===== src/rtl/dmem_ctrl.sv =====
// dmem_ctrl: byte-addressed data memory with a zeroing sweep after reset,
// programmable access latency, a Ready handshake and alignment/range fault
// detection. Loads sign- or zero-extend; stores merge bytes into the
// addressed word. Little-endian: lane 0 is bits 7:0.
module dmem_ctrl #(
    parameter int DEPTH   = 128,
    parameter int LATENCY = 1
) (
    input  logic        clk,
    input  logic        reset,
    input  logic [31:0] Address,
    input  logic [31:0] WriteData,
    input  logic        MemRead,
    input  logic        MemWrite,
    input  logic [1:0]  Size,
    input  logic        Unsigned,
    output logic [31:0] ReadData,
    output logic        Ready,
    output logic        Fault,
    output logic        Busy
);

    localparam int AW = $clog2(DEPTH);

    typedef enum logic [1:0] {
        S_INIT,
        S_IDLE,
        S_WAIT,
        S_RESP
    } state_t;

    state_t        state_q, state_d;
    logic [AW-1:0] idx_q, idx_d;
    logic [3:0]    cnt_q, cnt_d;
    logic [31:0]   addr_q, addr_d;
    logic [31:0]   wdata_q, wdata_d;
    logic [1:0]    size_q, size_d;
    logic          uns_q, uns_d;
    logic          rd_q, rd_d;
    logic          wr_q, wr_d;
    logic [31:0]   rdata_q, rdata_d;
    logic          fault_q, fault_d;

    logic [31:0]   mem [DEPTH];

    logic [AW-1:0] word_idx;
    logic [31:0]   cur_word;
    logic          fault_c;
    logic          do_access;
    logic          mem_we;
    logic [3:0]    be;
    logic [31:0]   wr_lanes;
    logic [31:0]   merged;
    logic [7:0]    ld_byte;
    logic [15:0]   ld_half;
    logic [31:0]   ld_val;

    assign word_idx  = addr_q[AW+1:2];
    assign cur_word  = mem[word_idx];
    assign do_access = (state_q == S_WAIT) && (cnt_q == 4'd0);

    // Any bit above the last word's byte address means out of range.
    assign fault_c = (rd_q & wr_q)
                   | (size_q == 2'b11)
                   | ((size_q == 2'b01) & addr_q[0])
                   | ((size_q == 2'b10) & (|addr_q[1:0]))
                   | (|addr_q[31:AW+2]);

    assign mem_we = do_access && wr_q && !fault_c;

    // Byte enables and lane-replicated store data for the latched store size.
    always_comb begin
        be       = 4'b1111;
        wr_lanes = wdata_q;
        case (size_q)
            2'b00: begin
                be       = 4'b0001 << addr_q[1:0];
                wr_lanes = {4{wdata_q[7:0]}};
            end
            2'b01: begin
                be       = addr_q[1] ? 4'b1100 : 4'b0011;
                wr_lanes = {2{wdata_q[15:0]}};
            end
            default: begin
                be       = 4'b1111;
                wr_lanes = wdata_q;
            end
        endcase
    end

    // Each byte lane either takes the new store data or keeps the old word.
    generate
        for (genvar gi = 0; gi < 4; gi++) begin : g_lane
            assign merged[8*gi +: 8] = be[gi] ? wr_lanes[8*gi +: 8] : cur_word[8*gi +: 8];
        end
    endgenerate

    assign ld_byte = cur_word[{addr_q[1:0], 3'b000} +: 8];
    assign ld_half = cur_word[{addr_q[1], 4'b0000} +: 16];

    // Extract the addressed field and extend it to 32 bits.
    always_comb begin
        ld_val = cur_word;
        case (size_q)
            2'b00:   ld_val = uns_q ? {24'd0, ld_byte} : {{24{ld_byte[7]}}, ld_byte};
            2'b01:   ld_val = uns_q ? {16'd0, ld_half} : {{16{ld_half[15]}}, ld_half};
            default: ld_val = cur_word;
        endcase
    end

    // Next-state logic: sweep, request capture, latency countdown, response.
    always_comb begin
        state_d = state_q;
        idx_d   = idx_q;
        cnt_d   = cnt_q;
        addr_d  = addr_q;
        wdata_d = wdata_q;
        size_d  = size_q;
        uns_d   = uns_q;
        rd_d    = rd_q;
        wr_d    = wr_q;
        rdata_d = rdata_q;
        fault_d = fault_q;
        case (state_q)
            S_INIT: begin
                idx_d = idx_q + 1'b1;
                if (idx_q == AW'(DEPTH - 1)) begin
                    state_d = S_IDLE;
                end
            end
            S_IDLE: begin
                if (MemRead | MemWrite) begin
                    addr_d  = Address;
                    wdata_d = WriteData;
                    size_d  = Size;
                    uns_d   = Unsigned;
                    rd_d    = MemRead;
                    wr_d    = MemWrite;
                    cnt_d   = 4'(LATENCY);
                    state_d = S_WAIT;
                end
            end
            S_WAIT: begin
                if (cnt_q != 4'd0) begin
                    cnt_d = cnt_q - 4'd1;
                end else begin
                    fault_d = fault_c;
                    rdata_d = (fault_c || wr_q) ? 32'd0 : ld_val;
                    state_d = S_RESP;
                end
            end
            S_RESP: begin
                state_d = S_IDLE;
            end
            default: begin
                state_d = S_INIT;
            end
        endcase
    end

    // Control and result registers; reset restarts the clearing sweep.
    always_ff @(posedge clk or posedge reset) begin
        if (reset) begin
            state_q <= S_INIT;
            idx_q   <= '0;
            cnt_q   <= '0;
            addr_q  <= '0;
            wdata_q <= '0;
            size_q  <= '0;
            uns_q   <= 1'b0;
            rd_q    <= 1'b0;
            wr_q    <= 1'b0;
            rdata_q <= '0;
            fault_q <= 1'b0;
        end else begin
            state_q <= state_d;
            idx_q   <= idx_d;
            cnt_q   <= cnt_d;
            addr_q  <= addr_d;
            wdata_q <= wdata_d;
            size_q  <= size_d;
            uns_q   <= uns_d;
            rd_q    <= rd_d;
            wr_q    <= wr_d;
            rdata_q <= rdata_d;
            fault_q <= fault_d;
        end
    end

    // Storage array: zeroed word by word during the sweep, merged on stores.
    // Reset forces the state to INIT at once, so a dropped store never writes.
    always_ff @(posedge clk) begin
        if (state_q == S_INIT) begin
            mem[idx_q] <= 32'd0;
        end else if (mem_we) begin
            mem[word_idx] <= merged;
        end
    end

    assign Ready    = (state_q == S_RESP);
    assign Fault    = (state_q == S_RESP) & fault_q;
    assign Busy     = (state_q == S_INIT);
    assign ReadData = rdata_q;

endmodule


===== config.mk =====
export PLATFORM = sky130hd
export DESIGN_NAME = dmem_ctrl
export DESIGN_NICKNAME = d
export VERILOG_FILES = /design/src/rtl/dmem_ctrl.sv
export SDC_FILE = /design/constraint.sdc
export NUM_CORES = 2
export LEC_CHECK = 0
export ABC_AREA = 1
export BUFFER_PORTS_ARGS = -buffer_cell sky130_fd_sc_hd__buf_2
export CAP_MARGIN = 20
export CORE_ASPECT_RATIO = 1.2
export CORE_MARGIN = 10
export CORE_UTILIZATION = 35
export CTS_BUF_LIST = sky130_fd_sc_hd__clkbuf_8 sky130_fd_sc_hd__clkbuf_16
export CTS_CLUSTER_SIZE = 20
export DETAILED_ROUTE_END_ITERATION = 10
export HOLD_SLACK_MARGIN = 0.08
export PLACE_DENSITY = 0.58
export SKIP_LAST_GASP = 1
export SLEW_MARGIN = 20
export SYNTH_ARGS = -nofsm -noshare
export SYNTH_HDL_FRONTEND = slang
export SYNTH_SLANG_ARGS = --single-unit

===== constraint.sdc =====
create_clock -name clk -period 4.3 [get_ports clk]
set_input_delay 0.86 -clock clk [delete_from_list [all_inputs] [get_ports clk]]
set_output_delay 0.86 -clock clk [all_outputs]
set_load 0.005 [all_outputs]

==> flow_summary_export.csv <==
group,metric,value,unit
run_status,status,"complete, no violations",
synth,synth_cells,13200,
timing,slew_violations,0,
synth,synthFlopType,"edfxtp_1",
pwr,power_density,409,nW/um^2
synth,ys_ff_latch,4211,
global_routing,grt_antenna_before_repair,25,
global_routing,track_usage,20.8,%
clock_tree,cts_buffer_depth,4,
synth,yosys.area_share.adder,0.0599,%
synth,ys_warn_count,0,
synth,synth_area_per_cell,12.7,sq um
clock_tree,post_cts.repair.setup_buffers,0,
critical_path,crit_path_end_kind,"flop",
synth,synth_mux_area_share,0.263,%
floorplan,start_util,35.2,%
timing,finalHoldViolations,0,
critical_path,required,5.02,ns
timing,max_freq,234,MHz
detailed_routing,avgRoutedWirePerCell,27.4,um
clock_tree,cts.sinks,4211,
finish,area_growth,17.4,%
finish,final_nets,13600,
pwr,irDropWorstVdd,300,uV
floorplan,rows,277,
synth,synthSimpleGateAreaFrac,11.7,%
critical_path,critical_path.max_fanout,77,
place,dp_hpwl,322000,um
detailed_routing,drc,0,
synth,async_flop_share,2.73,%
timing,fin_skew,0.0765,ns
floorplan,dieArea,506000,sq um
clock_tree,htreeDepth,5,
finish,drive_gt1_share,12.1,%
synth,yosysMostFrequentCell,"edfxtp_1",
clock_tree,clock-root-buffer,"clkbuf_16",
clock_tree,clkLatencyLatePin,1.01,ns
synth,synth_top_cell_by_area,"edfxtp_1",
critical_path,setup.worst_path.start_class,"flop",
timing,period_needed,4.28,ns
synth,yosysUniqueCellTypes,32,
timing,finalSetupTns,0,ns
critical_path,crit_type,"flop to flop",
synth,ys_seq_area_share,75.3,%
clock_tree,cts_tree,"yes",
synth,synth.top_cells.by_count,"edfxtp_1 (4096), nor2_1 (2097), o21ai_0 (1947)",
pwr,p_total,0.0802,W
synth,netlist_top_cells_area,"edfxtp_1 (74%), o21ai_0 (5.8%), nor2_1 (4.7%)",
global_routing,grt_pass1_vias,106000,
detailed_routing,drt-pass1-iter-count,9,
detailed_routing,routed_wl,552000,um
timing,timing.hold.ws,0.119,ns
floorplan,die_w,651,um
detailed_routing,drt_iter0_markers,14700,
synth,synth-edff-count,4096,
timing,rsz0062_at_grt,"yes",
timing,fin_crit_sh,99.5,%
global_routing,grt-ovfl-total,0,
detailed_routing,viasPerCell,5.61,
detailed_routing,num_vias,113000,
detailed_routing,detail-route-antenna-nets,0,
place,port_buffers,105,
synth,synth_top_family_by_area,"simple AND/OR/NAND/NOR gates",
floorplan,core_area,475000,sq um
floorplan,die_h,777,um
place,gp_congestion,0.963,
clock_tree,clk_pin_slew,0.06,ns
run,drv_cap,0,
synth,synthXorXnorAreaFrac,0.0367,%
timing,setup_violations,0,
global_routing,grt_pass1_wl,777000,um
clock_tree,cts_made_buffers,404,
pwr,power.leakage,56.6,nW
global_routing,grt_max_degree,101,
timing,worst_pin_slew,1.02,ns
synth,synth_nets,13200,
timing,relSlewSlack,31.7,%
synth,synth_area,167000,sq um
critical_path,crit_arrival,5.00,ns
min_path,min_path_type,"input port to flop",
floorplan,pin_count,106,
synth,synth_compound_gate_area_share,9.81,%
synth,synth_top_cell_area_share,73.6,%
==> area by class of cell <==
type	instances	area, sq um
antenna	8	20.0
clock buffer	420	10400
clock inverter	322	2870
fill	43400	279000
inverter	102	514
multi-input combinational	7902	37600
sequential	4211	126000
tap	6277	7850
timing repair buffer	891	11100
==> logic make-up (layout without fill, tap and decap cells) <==
| logic type | after synthesis | after routing |
|---|---|---|
| muxes | 39 | 39 |
| and+or+nand+nor | 4816 | 4816 |
| buffers and inverters | 1045 | 1735 |
| adders and majority gates | 8 | 8 |
| xor gates and xnor gates | 7 | 7 |
| DFF | 4211 | 4211 |
| other | 0 | 8 |
| AOI/OAI and AO/OA | 3032 | 3032 |
==> where the power goes <==
group	total [W]	switching (W)	internal [W]
combinational	0.0000929	0.0000480	0.0000450
clock	0.0358	0.0157	0.0201
sequential	0.0443	0	0.0443
==> cells in the final DEF (no fill, tap or decap), types with 6 or more instances in the layout <==
cell and n:
bufinv_16 44, buf_4 389, xor2_1 6, nand4_1 7, inv_4 32, o22ai_1 959, o21ai_0 1944, diode_2 8
a31oi_1 8, mux2_2 39, dlygate4sd3_1 33, clkinvlp_4 19, nand3_2 6, clkbuf_8 13, clkinv_16 6, clkinv_1 85
nand2_1 1497, inv_1 134, nor2_1 1968, buf_2 105, a21oi_1 82, buf_12 360, nor2_4 128, nand3_1 1198
o21ai_1 33, dfrtp_4 6, edfxtp_1 4096, clkinv_2 73, clkbuf_16 409, inv_6 10, ha_1 8, dfrtp_1 109
==> routing by layer <==
metal	up-vias	GRT usage (%)	wire (um)
met4	12	12.0	37200
met1	56900	26.7	212000
met5	-	0.187	351
li1	49200	-	-
met3	1176	3.49	47800
met2	5754	33.4	255000
==> path summary, 6_finish.rpt <==
check / end / cells past startpoint / slack, ns / startpoint
setup / recovery: mem[100][10]$_DFFE_PP_ / 14 / 0.02 / addr_q[2]$_DFFE_PP0P_
hold / removal: wdata_q[30]$_DFFE_PP0P_ / 2 / 0.12 / WriteData[30]
setup reg to reg: mem[100][10]$_DFFE_PP_ / 14 / 0.02 / addr_q[2]$_DFFE_PP0P_
hold reg to reg: ReadData[28]$_DFFE_PP0N_ / 2 / 0.48 / ReadData[28]$_DFFE_PP0N_
max in group asynchronous: addr_q[25]$_DFFE_PP0P_ / 4 / 2.95 / reset
min in group asynchronous: addr_q[30]$_DFFE_PP0P_ / 3 / 0.55 / reset
==> worst max-delay path, cell delays in order, from the launching register on <==
cell and delay [ns]:
dfrtp_4 0.52, clkinv_8 0.35, buf_12 0.33, buf_12 0.34
o21ai_0 0.14, o22ai_1 0.13, nand2_1 0.07, nand3_1 0.21
nand3_1 0.19, nand3_1 0.27, nand3_1 0.32, nand2_1 0.30
o21ai_0 0.19, inv_4 0.15, buf_12 0.24
==> stage by stage <==
| stage | util [%] | worst slack, ns | std cells | instance area (sq um) |
|---|---|---|---|---|
| floorplan | - | 0.292 | 13200 | 167000 |
| global placement | 38.4 | 0.103 | 19300 | 183000 |
| detailed placement | 38.4 | 0.0347 | 19300 | 183000 |
| CTS | 41.3 | 0.000976 | 20100 | 196000 |
| global route | 41.3 | -0.0757 | 20100 | 196000 |
| finish | 41.3 | 0.0208 | 20100 | 196000 |
==> registers in the layout (all words and copies together) (netlist names), 2 cells and up <==
name and count:
idx_q 7, wdata_q 32, size_q 2, ReadData 32
cnt_q 4, mem 4096, state_q 2, addr_q 32
==> repair_timing <==
| item | CTS | global route |
|---|---|---|
| setup endpoints to repair | 0 | 706 |
| gates resized for setup | 0 | 8 |
| endpoints found under the hold margin | 76 | 0 |
| hold buffers | 33 | 0 |
(Power assumes the default switching activity.)
